<file path="config.mk">
export PLATFORM = sky130hd
export DESIGN_NAME = keypad_scan_ctrl
export DESIGN_NICKNAME = d
export VERILOG_FILES = /design/src/rtl/keypad_scan_ctrl.sv
export SDC_FILE = /design/constraint.sdc
export NUM_CORES = 1
export LEC_CHECK = 0
export CORE_AREA = 2 2 81 83
export CTS_CLUSTER_SIZE = 25
export DETAILED_ROUTE_END_ITERATION = 16
export DIE_AREA = 0 0 83 85
export MAX_ROUTING_LAYER = met4
export PLACE_DENSITY_LB_ADDON = 0.08
export SYNTH_ARGS = -nofsm -noshare
export SYNTH_HDL_FRONTEND = slang
export SYNTH_SLANG_ARGS = --single-unit
</file>
<file path="constraint.sdc">
create_clock -name clk -period 2.6 [get_ports clk]
set_clock_uncertainty 0.2 [all_clocks]
set_input_delay 0.26 -clock clk [delete_from_list [all_inputs] [get_ports clk]]
set_output_delay 0.26 -clock clk [all_outputs]
set_load 0.005 [all_outputs]
</file>
<file path="src/rtl/keypad_scan_ctrl.sv">
// 4x4 keypad scanner: row strobing, debounced press/release detection and a key event FIFO.
// Define KEYPAD_AUTOREPEAT_EN to re-queue a held key after REPEAT_FIRST ticks, then every REPEAT_NEXT ticks.
module keypad_scan_ctrl #(
    parameter int SCAN_DIV       = 50000,
    parameter int DEBOUNCE_SCANS = 4,
    parameter int FIFO_DEPTH     = 4,
    parameter int REPEAT_FIRST   = 64,
    parameter int REPEAT_NEXT    = 16
) (
    input  logic       clk,
    input  logic       reset_n,
    input  logic [3:0] column,
    output logic [3:0] row,
    output logic [3:0] key_code,
    output logic       key_valid,
    input  logic       key_ack,
    output logic       key_down,
    output logic       overflow,
    input  logic       clr_overflow
);

    localparam int DIV_W = $clog2(SCAN_DIV);
    localparam int DB_W  = $clog2(DEBOUNCE_SCANS + 1);
    localparam int PTR_W = $clog2(FIFO_DEPTH);
    localparam int CNT_W = PTR_W + 1;
    localparam logic [DIV_W-1:0] DIV_LAST  = DIV_W'(SCAN_DIV - 1);
    localparam logic [DB_W-1:0]  DB_DONE   = DB_W'(DEBOUNCE_SCANS);
    localparam logic [DB_W-1:0]  DB_ONE    = DB_W'(1);
    localparam logic [CNT_W-1:0] FIFO_FULL = CNT_W'(FIFO_DEPTH);
    localparam logic [3:0] KEY_MAP [16] = '{4'h1, 4'h2, 4'h3, 4'hA,
                                            4'h4, 4'h5, 4'h6, 4'hB,
                                            4'h7, 4'h8, 4'h9, 4'hC,
                                            4'hE, 4'h0, 4'hF, 4'hD};

    if (SCAN_DIV < 4) begin : g_bad_div
        $error("SCAN_DIV must be at least 4");
    end
    if (DEBOUNCE_SCANS < 1) begin : g_bad_db
        $error("DEBOUNCE_SCANS must be at least 1");
    end
    if (FIFO_DEPTH < 2 || (FIFO_DEPTH & (FIFO_DEPTH - 1)) != 0) begin : g_bad_fifo
        $error("FIFO_DEPTH must be a power of two, at least 2");
    end
    if (REPEAT_FIRST < 1 || REPEAT_NEXT < 1) begin : g_bad_rpt
        $error("REPEAT_FIRST and REPEAT_NEXT must be at least 1");
    end

    // state    | meaning
    // SCAN     | rotating the low row, looking for any low column
    // DEBOUNCE | row held, counting identical press samples
    // PRESSED  | key accepted and queued, waiting for all columns high
    // RELEASE  | counting all-high samples before the scan resumes
    typedef enum logic [1:0] {SCAN, DEBOUNCE, PRESSED, RELEASE} state_t;

    logic [3:0]       col_s1_q, col_s2_q;
    logic [DIV_W-1:0] div_q, div_d;
    state_t           state_q, state_d;
    logic [3:0]       row_q, row_d;
    logic [DB_W-1:0]  deb_q, deb_d;
    logic [3:0]       code_q, code_d;
    logic [1:0]       win_q, win_d;
    logic             key_down_q, key_down_d;
    logic [3:0]       mem_q [FIFO_DEPTH];
    logic [3:0]       mem_d [FIFO_DEPTH];
    logic [PTR_W-1:0] wr_q, wr_d, rd_q, rd_d;
    logic [CNT_W-1:0] cnt_q, cnt_d;
    logic             ovf_q, ovf_d;
    logic             tick, any_low, fsm_push, push, pop, full, wr_en;
    logic [1:0]       col_win, row_idx;
`ifdef KEYPAD_AUTOREPEAT_EN
    localparam int RPT_MAX = (REPEAT_FIRST > REPEAT_NEXT) ? REPEAT_FIRST : REPEAT_NEXT;
    localparam int RPT_W   = $clog2(RPT_MAX + 1);
    localparam logic [RPT_W-1:0] RPT_FIRST_L = RPT_W'(REPEAT_FIRST);
    localparam logic [RPT_W-1:0] RPT_NEXT_L  = RPT_W'(REPEAT_NEXT);
    localparam logic [RPT_W-1:0] RPT_ONE     = RPT_W'(1);
    logic [RPT_W-1:0] rpt_q, rpt_d;
    logic             rpt_push;
`endif

    always_comb begin
        any_low = (col_s2_q != 4'hF);
        col_win = 2'd3;
        if (!col_s2_q[2]) col_win = 2'd2;
        if (!col_s2_q[1]) col_win = 2'd1;
        if (!col_s2_q[0]) col_win = 2'd0;
        case (row_q)
            4'b0111: row_idx = 2'd0;
            4'b1011: row_idx = 2'd1;
            4'b1101: row_idx = 2'd2;
            default: row_idx = 2'd3;
        endcase
    end

    always_comb begin
        state_d    = state_q;
        row_d      = row_q;
        deb_d      = deb_q;
        code_d     = code_q;
        win_d      = win_q;
        key_down_d = key_down_q;
        fsm_push   = 1'b0;
        tick       = (div_q == DIV_LAST);
        div_d      = tick ? '0 : div_q + 1'b1;
`ifdef KEYPAD_AUTOREPEAT_EN
        rpt_d      = rpt_q;
        rpt_push   = 1'b0;
`endif
        case (state_q)
            SCAN: if (tick) begin
                if (any_low) begin
                    code_d  = KEY_MAP[{row_idx, col_win}];
                    win_d   = col_win;
                    deb_d   = DB_ONE;
                    state_d = DEBOUNCE;
                end else begin
                    row_d = {row_q[0], row_q[3:1]};
                end
            end
            // Acceptance is checked off-tick so the push lands one cycle after the final sample.
            DEBOUNCE: if (deb_q == DB_DONE) begin
                fsm_push   = 1'b1;
                key_down_d = 1'b1;
                state_d    = PRESSED;
`ifdef KEYPAD_AUTOREPEAT_EN
                rpt_d      = RPT_FIRST_L;
`endif
            end else if (tick) begin
                if (any_low && col_win == win_q) deb_d = deb_q + 1'b1;
                else                             state_d = SCAN;
            end
            PRESSED: if (tick) begin
                if (!any_low) begin
                    deb_d = DB_ONE;
                    if (DB_DONE == DB_ONE) begin
                        key_down_d = 1'b0;
                        row_d      = {row_q[0], row_q[3:1]};
                        state_d    = SCAN;
                    end else begin
                        state_d = RELEASE;
                    end
                end
`ifdef KEYPAD_AUTOREPEAT_EN
                else if (rpt_q == RPT_ONE) begin
                    rpt_push = 1'b1;
                    rpt_d    = RPT_NEXT_L;
                end else begin
                    rpt_d = rpt_q - 1'b1;
                end
`endif
            end
            RELEASE: if (tick) begin
                if (any_low) begin
                    state_d = PRESSED;
                end else if (deb_q + 1'b1 == DB_DONE) begin
                    key_down_d = 1'b0;
                    row_d      = {row_q[0], row_q[3:1]};
                    state_d    = SCAN;
                end else begin
                    deb_d = deb_q + 1'b1;
                end
            end
            default: state_d = SCAN;
        endcase
    end

    always_comb begin
`ifdef KEYPAD_AUTOREPEAT_EN
        push = fsm_push | rpt_push;
`else
        push = fsm_push;
`endif
        pop   = key_ack & (cnt_q != '0);
        full  = (cnt_q == FIFO_FULL);
        wr_en = push & (~full | pop);
        mem_d = mem_q;
        wr_d  = wr_q;
        rd_d  = rd_q;
        if (wr_en) begin
            mem_d[wr_q] = code_q;
            wr_d        = wr_q + 1'b1;
        end
        if (pop) rd_d = rd_q + 1'b1;
        case ({wr_en, pop})
            2'b10:   cnt_d = cnt_q + 1'b1;
            2'b01:   cnt_d = cnt_q - 1'b1;
            default: cnt_d = cnt_q;
        endcase
        ovf_d = (push & full & ~pop) | (ovf_q & ~clr_overflow);
    end

    always_ff @(posedge clk or negedge reset_n) begin
        if (!reset_n) begin
            col_s1_q   <= 4'hF;
            col_s2_q   <= 4'hF;
            div_q      <= '0;
            state_q    <= SCAN;
            row_q      <= 4'b0111;
            deb_q      <= '0;
            code_q     <= 4'h0;
            win_q      <= 2'd0;
            key_down_q <= 1'b0;
            mem_q      <= '{default: 4'h0};
            wr_q       <= '0;
            rd_q       <= '0;
            cnt_q      <= '0;
            ovf_q      <= 1'b0;
`ifdef KEYPAD_AUTOREPEAT_EN
            rpt_q      <= '0;
`endif
        end else begin
            col_s1_q   <= column;
            col_s2_q   <= col_s1_q;
            div_q      <= div_d;
            state_q    <= state_d;
            row_q      <= row_d;
            deb_q      <= deb_d;
            code_q     <= code_d;
            win_q      <= win_d;
            key_down_q <= key_down_d;
            mem_q      <= mem_d;
            wr_q       <= wr_d;
            rd_q       <= rd_d;
            cnt_q      <= cnt_d;
            ovf_q      <= ovf_d;
`ifdef KEYPAD_AUTOREPEAT_EN
            rpt_q      <= rpt_d;
`endif
        end
    end

    assign row       = row_q;
    assign key_code  = mem_q[rd_q];
    assign key_valid = (cnt_q != '0);
    assign key_down  = key_down_q;
    assign overflow  = ovf_q;

endmodule

</file>
Word level (Yosys, flattened, before mapping) --
Memories as Yosys holds them, arrays and structs flattened. A register that Yosys moved wholly into a read port is not among the register bits. Index checks and enable logic that the tools add are counted.
Operators by class: add/sub/neg operators 6, $lt $le $gt $ge 3, equality and inequality tests 30, muxes and demuxes 47, bitwise logic cells 13, reduce and logical (&&, ||, !) cells 13
Operators by type and width (count):
- 4-bit 2-to-1 mux | 8
- 3-bit 2-to-1 mux | 10
- 2-bit != test (second input constant) | 13
- 2-bit 2-to-1 mux | 12
- 16-bit by 1-bit adder with 16-bit output (second input constant) | 1
- 16-bit bitwise mux | 1
- 16-bit equality test (second input constant) | 1
- 16-bit 2-to-1 mux | 1
- 3-bit case mux with 4 select lines | 1
- 10-bit AND reduction | 1
- 3-bit equality test (second input constant) | 3
- 3-bit != test (second input constant) | 3
- 4-bit binary-select mux with 2-bit select | 1
- 4-bit demux with 2-bit select | 1
- 4-bit equality test (second input constant) | 2
- 2-bit case mux with 4 select lines | 1
- 4-bit case mux with 2 select lines | 1
- 8-bit AND reduction | 1
- 1-bit 2-to-1 mux | 7
- 3-bit by 1-bit adder with 3-bit output (second input constant) | 2
- 2-bit equality test (second input constant) | 3
- 3-bit >= comparator (second input constant) | 2
- 2-bit NOT with 3-bit output | 2
- 2-bit case mux with 3 select lines | 1
- other kinds (21) | 33
Word-level totals: register bits after elaboration 60, bits in read-only memories 64, input port bits 8, output and inout port bits 11, word-level logic and storage cells 129, memories kept 1
Memories:
- (no name shown) | depth 16, bits a word 4, rd ports 1, clocked after Yosys merged registers in 1, wr ports 0, RTL line 111 | code_d = KEY_MAP[{row_idx, col_win}];

Longest topological paths before layout --
depth in word-level cells 9, mapped depth 12, depth with buffers taken out 11

Worst setup path after synthesis --
Ideal clock, no wire load.
path kind register to register, start point register cnt_q[1], end point register cnt_q[2], library setup time 79 ps, data arrival time 2190 ps, data required time 2321 ps, setup slack 131 ps, cell stages (with the launch flop) 11, path buffers 1, period minus slack after synthesis 2469 ps, cell sequence dfrtp_1 -> or4b_1 -> nor2b_1 -> buf_2 -> inv_1 -> ha_1 -> inv_1 -> fa_1 -> xor2_1 -> nor2_1 -> xor2_1
Between the ends: word-level cells in the longest chain between the ends 6, elaborated cells on any way between the ends 12, classes of those cells add/sub (2); eq/ne (3); mux (1); bitwise (4); reduce/logical (2)
RTL lines:
- start, declared | RTL line 66 | logic [CNT_W-1:0] cnt_q, cnt_d;
- start signal, assigned | RTL line 223 | cnt_q <= cnt_d;
- 3-bit nonzero test or 3-bit equality test (tied branches) | RTL line 172, 173
- 1-bit AND or 1-bit NOT (tied branches) | RTL line 172, 174
- 1-bit OR | RTL line 174 | wr_en = push & (~full | pop);
- 1-bit AND | RTL line 174
- 2-bit by 1-bit equality test with 1-bit output or 2-bit equality test (tied branches) | RTL line 183 | case ({wr_en, pop})
- 3-bit case mux with 2 select lines or 2-bit nonzero test (tied branches)
Parallel ways exist; a longest one is shown, timed or not. A chain may end at the register's enable or synchronous reset.

Worst setup path in the final report --
Same ends and word-level chain as after synthesis.

==> run_results.csv <==
group,metric,value,unit
worst_setup_path,cp-start-kind,"flop",
logic_synthesis,ys_warn_count,0,
logic_synthesis,synthSimpleGateAreaFrac,0.1352,
clock_network,htreeDepth,3,
clock_network,cts_resized,0,
logic_synthesis,synth_compound_area_frac,0.06405,
clock_network,cts_buffers,9,
logic_synthesis,synth_mux_area_frac,0.1422,
layout,regArea,1615,µm²
clock_network,path_clk_slew,70,ps
layout,drive_above_1_share,0.2285,
worst_setup_path,critical_path_class,"flop to flop",
clock_network,clkLatencyLatePin,320,ps
sta,rsz0062_at_grt,"no",
floorplanning,rows,29,
logic_synthesis,synth.distinct_cells,45,
logic_synthesis,synth_fa_ha_area_frac,0.06130,
clock_network,cts_sinks,64,
sta,holdWs,140.2,ps
worst_setup_path,cp_max_fo,4,
floorplanning,die_width,83,µm
power,vdd_drop_max,348.1,µV
clock_network,cts_tree,"done",
global_routing,grt_max_degree,38,
drt,wire_per_inst,13.66,µm
clock_network,clock_path_buffers,2,
sta,final-hold-violation-count,0,
floorplanning,die_area,7055,µm²
logic_synthesis,syn_avg_cell_area,11.88,µm²
drt,drt-initial-drc-count,133,
placement,port_buffers,18,
logic_synthesis,synth_flop_cell,"dfrtp_1",
drt,drtPass1Iterations,4,
logic_synthesis,async_flop_share,1.000,
drt,route.detailed.drc,0,
logic_synthesis,synth-edff-count,0,
drt,ant_nets,0,
global_routing,grt_pass1_vias,2007,
placement,dp_hpwl,3684,µm
layout,fillCellCount,526,
logic_synthesis,synth_xor_area_frac,0.06051,
logic_synthesis,syn-instance-count,268,
logic_synthesis,synth_top_family_by_area,"multiplexers",
worst_setup_path,cp-end-kind,"flop",
layout,multiInputGateArea,1475,µm²
layout,diodes,0,
worst_setup_path,worst-endpoint-required,2650,ps
power,p_leak,1.713,nW
outcome,outcome,"completed",
layout,fin_nets,320,
worst_setup_path,crit_arrival,2480,ps
sta,slew-limit-headroom,0.5784,
floorplanning,start_util,0.5132,
global_routing,grt_pass1_wl,9273,µm
sta,final.min_clock_period,2435,ps
logic_synthesis,syn_nets,291,
layout,area_growth_syn_to_layout,15.95,%
floorplanning,die_height,85,µm
job,cap_violations,0,
global_routing,grt_overflow,0,
global_routing,grt_use_total,0.1683,
logic_synthesis,ys_ff_latch,64,
sta,fmax,410.6,MHz
sta,fin_crit_sh,0.9367,
sta,setup_violations,0,
hold_path,min_path_type,"input pin to flop",
global_routing,antenna_found_initial,0,
sta,slew_violations,0,
placement,gp_congestion,0.7978,
logic_synthesis,netlist_area,3184,µm²
layout,final_util,0.5951,
power,power,2.188,mW
floorplanning,core,6205,µm²
power,power_density,592.7,nW/µm²
floorplanning,io_pins,19,
logic_synthesis,seq_area_frac_synth,0.5073,
drt,routed_wl,5176,µm
clock_network,root_buffer,"clkbuf_8",
drt,vias,1993,
sta,worst_slew_pin_slew,632.4,ps
drt,viasPerCell,5.259,
layout by cell type (no fill, tap or decap), types with 3 or more instances in the layout:
cell and count:
nand2_1 25, nand4_1 6, nor3_1 3, mux2_2 21, dfstp_2 11, nand3_1 8
clkbuf_8 11, a21oi_1 5, mux2i_1 10, xnor2_1 8, nor2_1 15, xor2_1 14
clkdlybuf4s50_1 17, o21ai_0 9, and4_1 3, inv_1 15, dfrtp_1 53, ha_1 14
and3_1 5, mux4_2 4, buf_4 5, nor2b_1 4
Yosys cell counts (2+ instances only):
library cell,n,area [µm²]
and3b_1,2,17.52
ha_1,14,175.2
o221a_2,2,22.52
xnor2_1,8,70.07
mux4_2,4,90.09
a21oi_1,5,25.02
and3_1,5,31.28
and2_1,2,12.51
xor2_1,14,122.6
mux2i_1,10,100.1
nor4b_2,2,30.03
nor2b_1,4,25.02
clkbuf_1,3,11.26
nor3_1,3,15.01
nand4_1,6,37.54
o22ai_1,2,12.51
dfrtp_1,53,1326
mux2_2,21,236.5
nand2_1,25,93.84
buf_2,3,15.01
and4_1,3,26.28
inv_1,15,56.30
nand3_1,8,40.04
nor2_1,15,56.30
dfstp_2,11,289.0
o21ai_0,9,45.04
cell type report:
cell class,instances,area share
Clock buffer,11,0.04100
Inverter,15,0.01525
Sequential cell,64,0.4375
Multi-Input combinational cell,182,0.3995
Tap cell,77,0.02609
Timing Repair Buffer,25,0.06574
Clock inverter,5,0.01491
metrics by stage:
stage	cells	setup WS [ps]	setup TNS, ps	area [µm²]
4_1_cts	379	132.6	0	3692
6_report	379	164.7	0	3692
2_1_floorplan	268	131.0	0	3184
3_5_place_dp	362	-65.09	-65.09	3476
3_3_place_gp	362	-19.97	-19.97	3476
5_1_grt	379	86.30	0	3692
per-layer routing:
| metal | GRT usage | up-vias | wire [µm] |
|---|---|---|---|
| li1 | - | 995 | - |
| met1 | 0.2207 | 965 | 2532 |
| met3 | 0.03307 | 7 | 136 |
| met4 | 0.07750 | 0 | 59 |
| met5 | - | - | 0 |
| met2 | 0.2551 | 26 | 2448 |
state kept, by name, summed over array words and instances, names as in the netlist, 3 cells and up:
| name | flops |
|---|---|
| div_q | 16 |
| code_q | 4 |
| cnt_q | 3 |
| col_s2_q | 4 |
| col_s1_q | 4 |
| deb_q | 3 |
| mem_q | 16 |
| row | 4 |
where the power goes:
group	internal, mW	switching, mW	total, mW
Clock	0.492	0.369	0.860
Sequential	1.05	0.0649	1.11
Combinational	0.119	0.0942	0.214
Total	1.66	0.528	2.19
critical path: stages, from the launching register on:
cell and delay [ps]:
dfrtp_1 400, or4b_1 560, nor2b_1 160, inv_1 60
ha_1 150, inv_1 50, fa_1 370, xor2_1 150
nor2_1 110, xor2_1 150
timing repair:
action,4_1_cts,5_1_grt
buffers inserted,0,0
hold buffers,1,0
endpoints found under the hold margin,27,0
worst paths after layout:
path | from | to | slack, ps | depth (start not counted)
min reg2reg | col_s1_q[1] | col_s2_q[1] | 160 | 0
max in group asynchronous | reset_n | col_s2_q[1] | 1230 | 3
max reg2reg | cnt_q[1] | cnt_q[2] | 160 | 9
max | cnt_q[1] | cnt_q[2] | 160 | 9
min | column[0] | col_s1_q[0] | 140 | 1
min in group asynchronous | reset_n | rd_q[1] | 290 | 2
logic make-up (layout without fill, tap and decap cells):
logic type | Yosys count | in the layout
buffers and inverters | 22 | 56
AND/OR/NAND/NOR | 81 | 81
XOR/XNOR | 22 | 22
multiplexers | 37 | 37
adder cells (fa/ha/maj) | 15 | 15
flip-flops | 64 | 64
AO/OA/AOI/OAI | 27 | 27
Power figures use the tool's default switching activity.
